===== config.mk =====
export PLATFORM = sky130hd
export DESIGN_NAME = note_tone_gen
export DESIGN_NICKNAME = d
export VERILOG_FILES = /design/src/rtl/note_tone_gen.sv
export SDC_FILE = /design/constraint.sdc
export NUM_CORES = 1
export LEC_CHECK = 0
export CAP_MARGIN = 0
export CORE_ASPECT_RATIO = 1.75
export CORE_MARGIN = 2
export CORE_UTILIZATION = 50
export CTS_CLUSTER_SIZE = 12
export DETAILED_ROUTE_END_ITERATION = 7
export PLACE_DENSITY = 0.78
export SYNTH_ARGS = -nofsm -noshare
export SYNTH_HDL_FRONTEND = slang
export SYNTH_SLANG_ARGS = --single-unit

===== constraint.sdc =====
create_clock -name clk -period 3.6 [get_ports clk]
set_clock_uncertainty 0.1 [all_clocks]
set_input_delay 0.54 -clock clk [delete_from_list [all_inputs] [get_ports clk]]
set_output_delay 0.54 -clock clk [all_outputs]
set_load 0.1 [all_outputs]

===== src/rtl/note_tone_gen.sv =====
// Key/note code to 50%-duty buzzer square wave, paced by a 5 MHz tick; note changes land only
// at the falling edge. Define OCTAVE_SHIFT_EN to add the octave_up input (half-period halved).
module note_tone_gen #(
  parameter int unsigned CNT_W = 14
) (
  input  logic       clk,
  input  logic       rst_n,
  input  logic       tick,
  input  logic [3:0] note_code,
  input  logic       note_valid,
`ifdef OCTAVE_SHIFT_EN
  input  logic       octave_up,
`endif
  output logic       note_ready,
  output logic       tone_out,
  output logic       playing,
  output logic [3:0] cur_note
);

  typedef enum logic [1:0] {StIdle, StPlay, StSwitch} state_e;

  state_e           state_q, state_d;
  logic [CNT_W-1:0] cnt_q, cnt_d;
  logic [CNT_W-1:0] half_q, half_d;
  logic             tone_q, tone_d;
  logic [3:0]       cur_note_q, cur_note_d;
  logic [3:0]       pend_code_q, pend_code_d;
  logic             pend_oct_q, pend_oct_d;
  logic             oct_in;
  logic             accept;
  logic             wrap;

`ifdef OCTAVE_SHIFT_EN
  assign oct_in = octave_up;
`else
  assign oct_in = 1'b0;
`endif

  function automatic logic is_rest(input logic [3:0] code);
    return !(code inside {[4'd1:4'd8]});
  endfunction

  // Half period in 5 MHz ticks, round(5e6 / (2 * f)).
  function automatic logic [CNT_W-1:0] lut_half(input logic [3:0] code, input logic oct);
    logic [CNT_W-1:0] h;
    case (code)
      4'd1:    h = CNT_W'(9556);
      4'd2:    h = CNT_W'(8513);
      4'd3:    h = CNT_W'(7584);
      4'd4:    h = CNT_W'(7159);
      4'd5:    h = CNT_W'(6378);
      4'd6:    h = CNT_W'(5682);
      4'd7:    h = CNT_W'(5062);
      4'd8:    h = CNT_W'(4778);
      default: h = '0;
    endcase
    if (oct) h = h >> 1;
    return h;
  endfunction

  assign accept = note_valid && (state_q != StSwitch);
  assign wrap   = tick && (cnt_q == half_q - CNT_W'(1));

  always_ff @(posedge clk or negedge rst_n) begin
    if (!rst_n) begin
      state_q     <= StIdle;
      cnt_q       <= '0;
      half_q      <= '0;
      tone_q      <= 1'b0;
      cur_note_q  <= 4'd0;
      pend_code_q <= 4'd0;
      pend_oct_q  <= 1'b0;
    end else begin
      state_q     <= state_d;
      cnt_q       <= cnt_d;
      half_q      <= half_d;
      tone_q      <= tone_d;
      cur_note_q  <= cur_note_d;
      pend_code_q <= pend_code_d;
      pend_oct_q  <= pend_oct_d;
    end
  end

  always_comb begin
    state_d     = state_q;
    cnt_d       = cnt_q;
    half_d      = half_q;
    tone_d      = tone_q;
    cur_note_d  = cur_note_q;
    pend_code_d = pend_code_q;
    pend_oct_d  = pend_oct_q;

    if (state_q != StIdle && tick) begin
      cnt_d = wrap ? '0 : cnt_q + CNT_W'(1);
    end

    unique case (state_q)
      StIdle: begin
        if (accept && !is_rest(note_code)) begin
          half_d     = lut_half(note_code, oct_in);
          cnt_d      = '0;
          cur_note_d = note_code;
          state_d    = StPlay;
        end
      end
      StPlay: begin
        if (wrap) tone_d = ~tone_q;
        if (accept) begin
          pend_code_d = note_code;
          pend_oct_d  = oct_in;
          state_d     = StSwitch;
        end
      end
      StSwitch: begin
        if (wrap) begin
          if (tone_q) begin
            // Falling edge closes the period: only here may the note change.
            tone_d = 1'b0;
            if (is_rest(pend_code_q)) begin
              cur_note_d = 4'd0;
              state_d    = StIdle;
            end else begin
              half_d     = lut_half(pend_code_q, pend_oct_q);
              cur_note_d = pend_code_q;
              state_d    = StPlay;
            end
          end else begin
            tone_d = 1'b1;
          end
        end
      end
      default: state_d = StIdle;
    endcase
  end

  always_comb begin
    note_ready = (state_q != StSwitch);
    playing    = (state_q != StIdle);
    tone_out   = tone_q;
    cur_note   = cur_note_q;
  end

endmodule


==> results.sh <==
export IMPL_status="completed"
export IMPL_grt_start_max_net_pins=40
export IMPL_cp_end_kind="flip-flop"
export IMPL_synth_xor_area_share_pct=7.61
export IMPL_p_seq_share_pct=30.5
export IMPL_critPathBufInv=2
export IMPL_multi_input_area_mm2=0.00197
export IMPL_dr_pass1_iters=4
export IMPL_ant_nets=0
export IMPL_crit_type="reg -> reg"
export IMPL_clk_pin_slew_ns=0.08
export IMPL_combPwrFrac_pct=55.5
export IMPL_cts_sinks=39
export IMPL_yosys_register_bits=39
export IMPL_synth_compound_area_share_pct=20.2
export IMPL_crit_family="simple AND/OR/NAND/NOR gates"
export IMPL_remaining_drc_errors=0
export IMPL_leakagePower_uw=0.00150
export IMPL_post_cts_resized=0
export IMPL_slew_viol_final=0
export IMPL_area_growth_pct=11.6
export IMPL_place_area_mm2=0.00335
export IMPL_core_area_mm2=0.00609
export IMPL_antenna_found_initial=0
export IMPL_power_density_mw_per_mm2=800
export IMPL_initial_core_util_pct=51.1
export IMPL_utilization_pct=57.0
export IMPL_synth_top_family_by_area="simple AND/OR/NAND/NOR gates"
export IMPL_htreeDepth=2
export IMPL_hold_buffers=0
export IMPL_total_power_uw=2780
export IMPL_clockRootBuffer="clkbuf_8"
export IMPL_grt_pass1_vias=3029
export IMPL_p_clk_share_pct=14.0
export IMPL_numCtsBuffers=5
export IMPL_syn_area_per_cell_um2=8.29
export IMPL_num_nets_final=411
export IMPL_die_h_um=108
export IMPL_synth_distinct_cells=64
export IMPL_wire_per_inst_um=18.3
export IMPL_seq_area_frac_synth_pct=31.4
export IMPL_final_area_mm2=0.00347
export IMPL_hold_slack_ns=0.269
export IMPL_setup_tns_ns=0
export IMPL_wirelength_um=8620
export IMPL_hold_viol_final=0
export IMPL_p_sw_share_pct=50.5
export IMPL_syn_inst=375
export IMPL_ys_flop_type="dfrtp_1"
export IMPL_synthAdderAreaFrac_pct=5.23
export IMPL_fill_cells=588
export IMPL_place_hpwl_um=6640
export IMPL_p_sw_uw=1400
export IMPL_async_flop_share_pct=100
export IMPL_cts_tree="done"
export IMPL_viasPerCell=6.12
export IMPL_die_w_um=63.6
export IMPL_rsz0062_at_grt="false"
export IMPL_tightest_slew_ns=0.973
export IMPL_drive_gt1_share_pct=10.2
export IMPL_path_cells="inv_1 -> ha_1 -> or4b_4 -> o21ai_2 -> o211ai_1 -> or4_4 -> a2111oi_4 -> buf_4 -> mux2i_1 -> o221ai_1"
export IMPL_dieArea_mm2=0.00689
export IMPL_portBuffers=14
export IMPL_crit_fanout=6
export IMPL_drt_iter0_drc=184
export IMPL_period_share_pct=95.0
export IMPL_worstPathRequired_ns=3.64
export IMPL_critPathMaxStageDelay_ns=0.55
export IMPL_grt_overflow=0
export IMPL_grt_usage_pct=27.1
export IMPL_synthMuxAreaShare_pct=4.59
export IMPL_rows=38
export IMPL_via_count=2883
export IMPL_fmax_mhz=292
export IMPL_grt_pass1_wl_um=14500
export IMPL_slew_headroom_pct=34.9
export IMPL_syn_area_mm2=0.00311
export IMPL_globalplace_congestion=1.07
export IMPL_intPower_uw=1370
export IMPL_n_antenna_cell=0
export IMPL_synthSimpleGateAreaFrac_pct=25.7
export IMPL_peakVddDrop_uv=463
export IMPL_ios=15
export IMPL_cpMaxStageDelayCell="or4_4"
export IMPL_crit_arrival_ns=3.46
export IMPL_clk_latency_ns=0.29
export IMPL_synth_edf_count=0
export IMPL_ys_warn_count=0
export IMPL_startpoint_type="flip-flop"
export IMPL_fin_crit_ns=3.42
export IMPL_ff_latch_area_um2=976
export IMPL_hp_class="in -> async"
export IMPL_cts_setup_buffers=0
export IMPL_syn_nets=396
export IMPL_clockBufferDepth=2
export IMPL_setup_viol=0
export IMPL_max_cap_viol_count=0
-- cells in the mapped netlist, types with 4 or more instances --
library cell | count | share of area [%]
nor3_1 | 9 | 1.4
nand2b_1 | 5 | 1.0
xor2_1 | 17 | 4.8
nand3_1 | 13 | 2.1
or3_1 | 7 | 1.4
nand3b_1 | 4 | 0.97
and3_1 | 7 | 1.4
a21oi_1 | 27 | 4.3
or2_2 | 4 | 0.80
nor2_1 | 46 | 5.6
a211oi_1 | 7 | 1.7
nand2_1 | 31 | 3.7
nor2b_1 | 6 | 1.2
o221ai_1 | 4 | 1.1
nand4_1 | 4 | 0.80
buf_2 | 7 | 1.1
dfrtp_1 | 39 | 31
xnor2_1 | 10 | 2.8
inv_1 | 12 | 1.4
mux2i_1 | 12 | 3.9
ha_1 | 13 | 5.2
and2_1 | 4 | 0.80
clkbuf_1 | 12 | 1.4
o21ai_0 | 16 | 2.6
-- layer usage --
| metal | track usage [%] | part of all wire, % | vias up |
|---|---|---|---|
| met3 | 3.12 | 2.6 | 47 |
| li1 | - | - | 1377 |
| met4 | 22.0 | 8.3 | 0 |
| met2 | 50.2 | 53 | 93 |
| met5 | 0 | 0 | - |
| met1 | 26.4 | 36 | 1366 |
-- layout make-up --
class,instances,area share (%)
clock inverter,2,1.01
tap,80,2.88
sequential,39,28.1
clock buffer,6,2.38
multi-input combinational,300,56.8
inverter,13,1.41
timing repair buffer,31,7.43
-- sequential cells by signal (all words and copies together), names as in the netlist --
signal       cells
state_q          2
cur_note         4
cnt_q           14
pend_code_q      4
half_q          14
tone_out         1
-- cell families (layout without fill, tap and decap cells) --
logic type / after synthesis / in the layout
AOI/OAI and AO/OA: 91 / 91
xor gates and xnor gates: 27 / 27
adders and majority gates: 13 / 13
buffers and inverters: 36 / 52
DFF: 39 / 39
muxes: 14 / 14
and+or+nand+nor: 155 / 155
-- power by group through the flow --
stage               sequential, uW  clock [uW]  combinational (uW)
detailed placement             845           0                1510
finish                         847         388                1540
global placement               843           0                1480
floorplan                      816           0                1140
global route                   871         411                1680
CTS                            838         396                1530
-- cells in the final DEF (no fill, tap or decap), drive strengths merged, types with 5 or more instances in the layout --
master          n
clkdlybuf4s50  11
o21ai          18
and3            7
clkbuf          6
nor3           10
nor2           46
nor2b           6
a211oi          7
and2            5
a21oi          27
nand2b          5
buf            20
mux2i          12
xnor2          10
xor2           17
ha             13
or3             7
dfrtp          39
nand2          31
nand3          13
inv            12
-- stage by stage --
stage | setup slack [ns] | instances
global route | 0.0202 | 471
CTS | 0.188 | 471
global placement | 0.274 | 463
floorplan | 0.410 | 375
finish | 0.179 | 471
detailed placement | 0.220 | 463
-- path summary, 6_finish.rpt --
path	cells past startpoint	to	slack, ns	start
worst max register to register	10	cur_note[0]	0.18	half_q[1]
worst min register to register	2	cur_note[1]	0.45	cur_note[1]
max in group asynchronous	1	cnt_q[11]	2.57	rst_n
min in group clk	2	cur_note[1]	0.45	cur_note[1]
worst min-delay path	1	cnt_q[2]	0.27	rst_n
worst max-delay path	10	cur_note[0]	0.18	half_q[1]
-- worst register-to-register path: stages, from the launching register on --
cell and delay [ns]:
dfrtp_1 0.43, inv_1 0.10, ha_1 0.24, or4b_4 0.53, o21ai_2 0.16, o211ai_1 0.11
or4_4 0.55, a2111oi_4 0.42, buf_4 0.21, mux2i_1 0.23, o221ai_1 0.19
(Power assumes the default switching activity.)
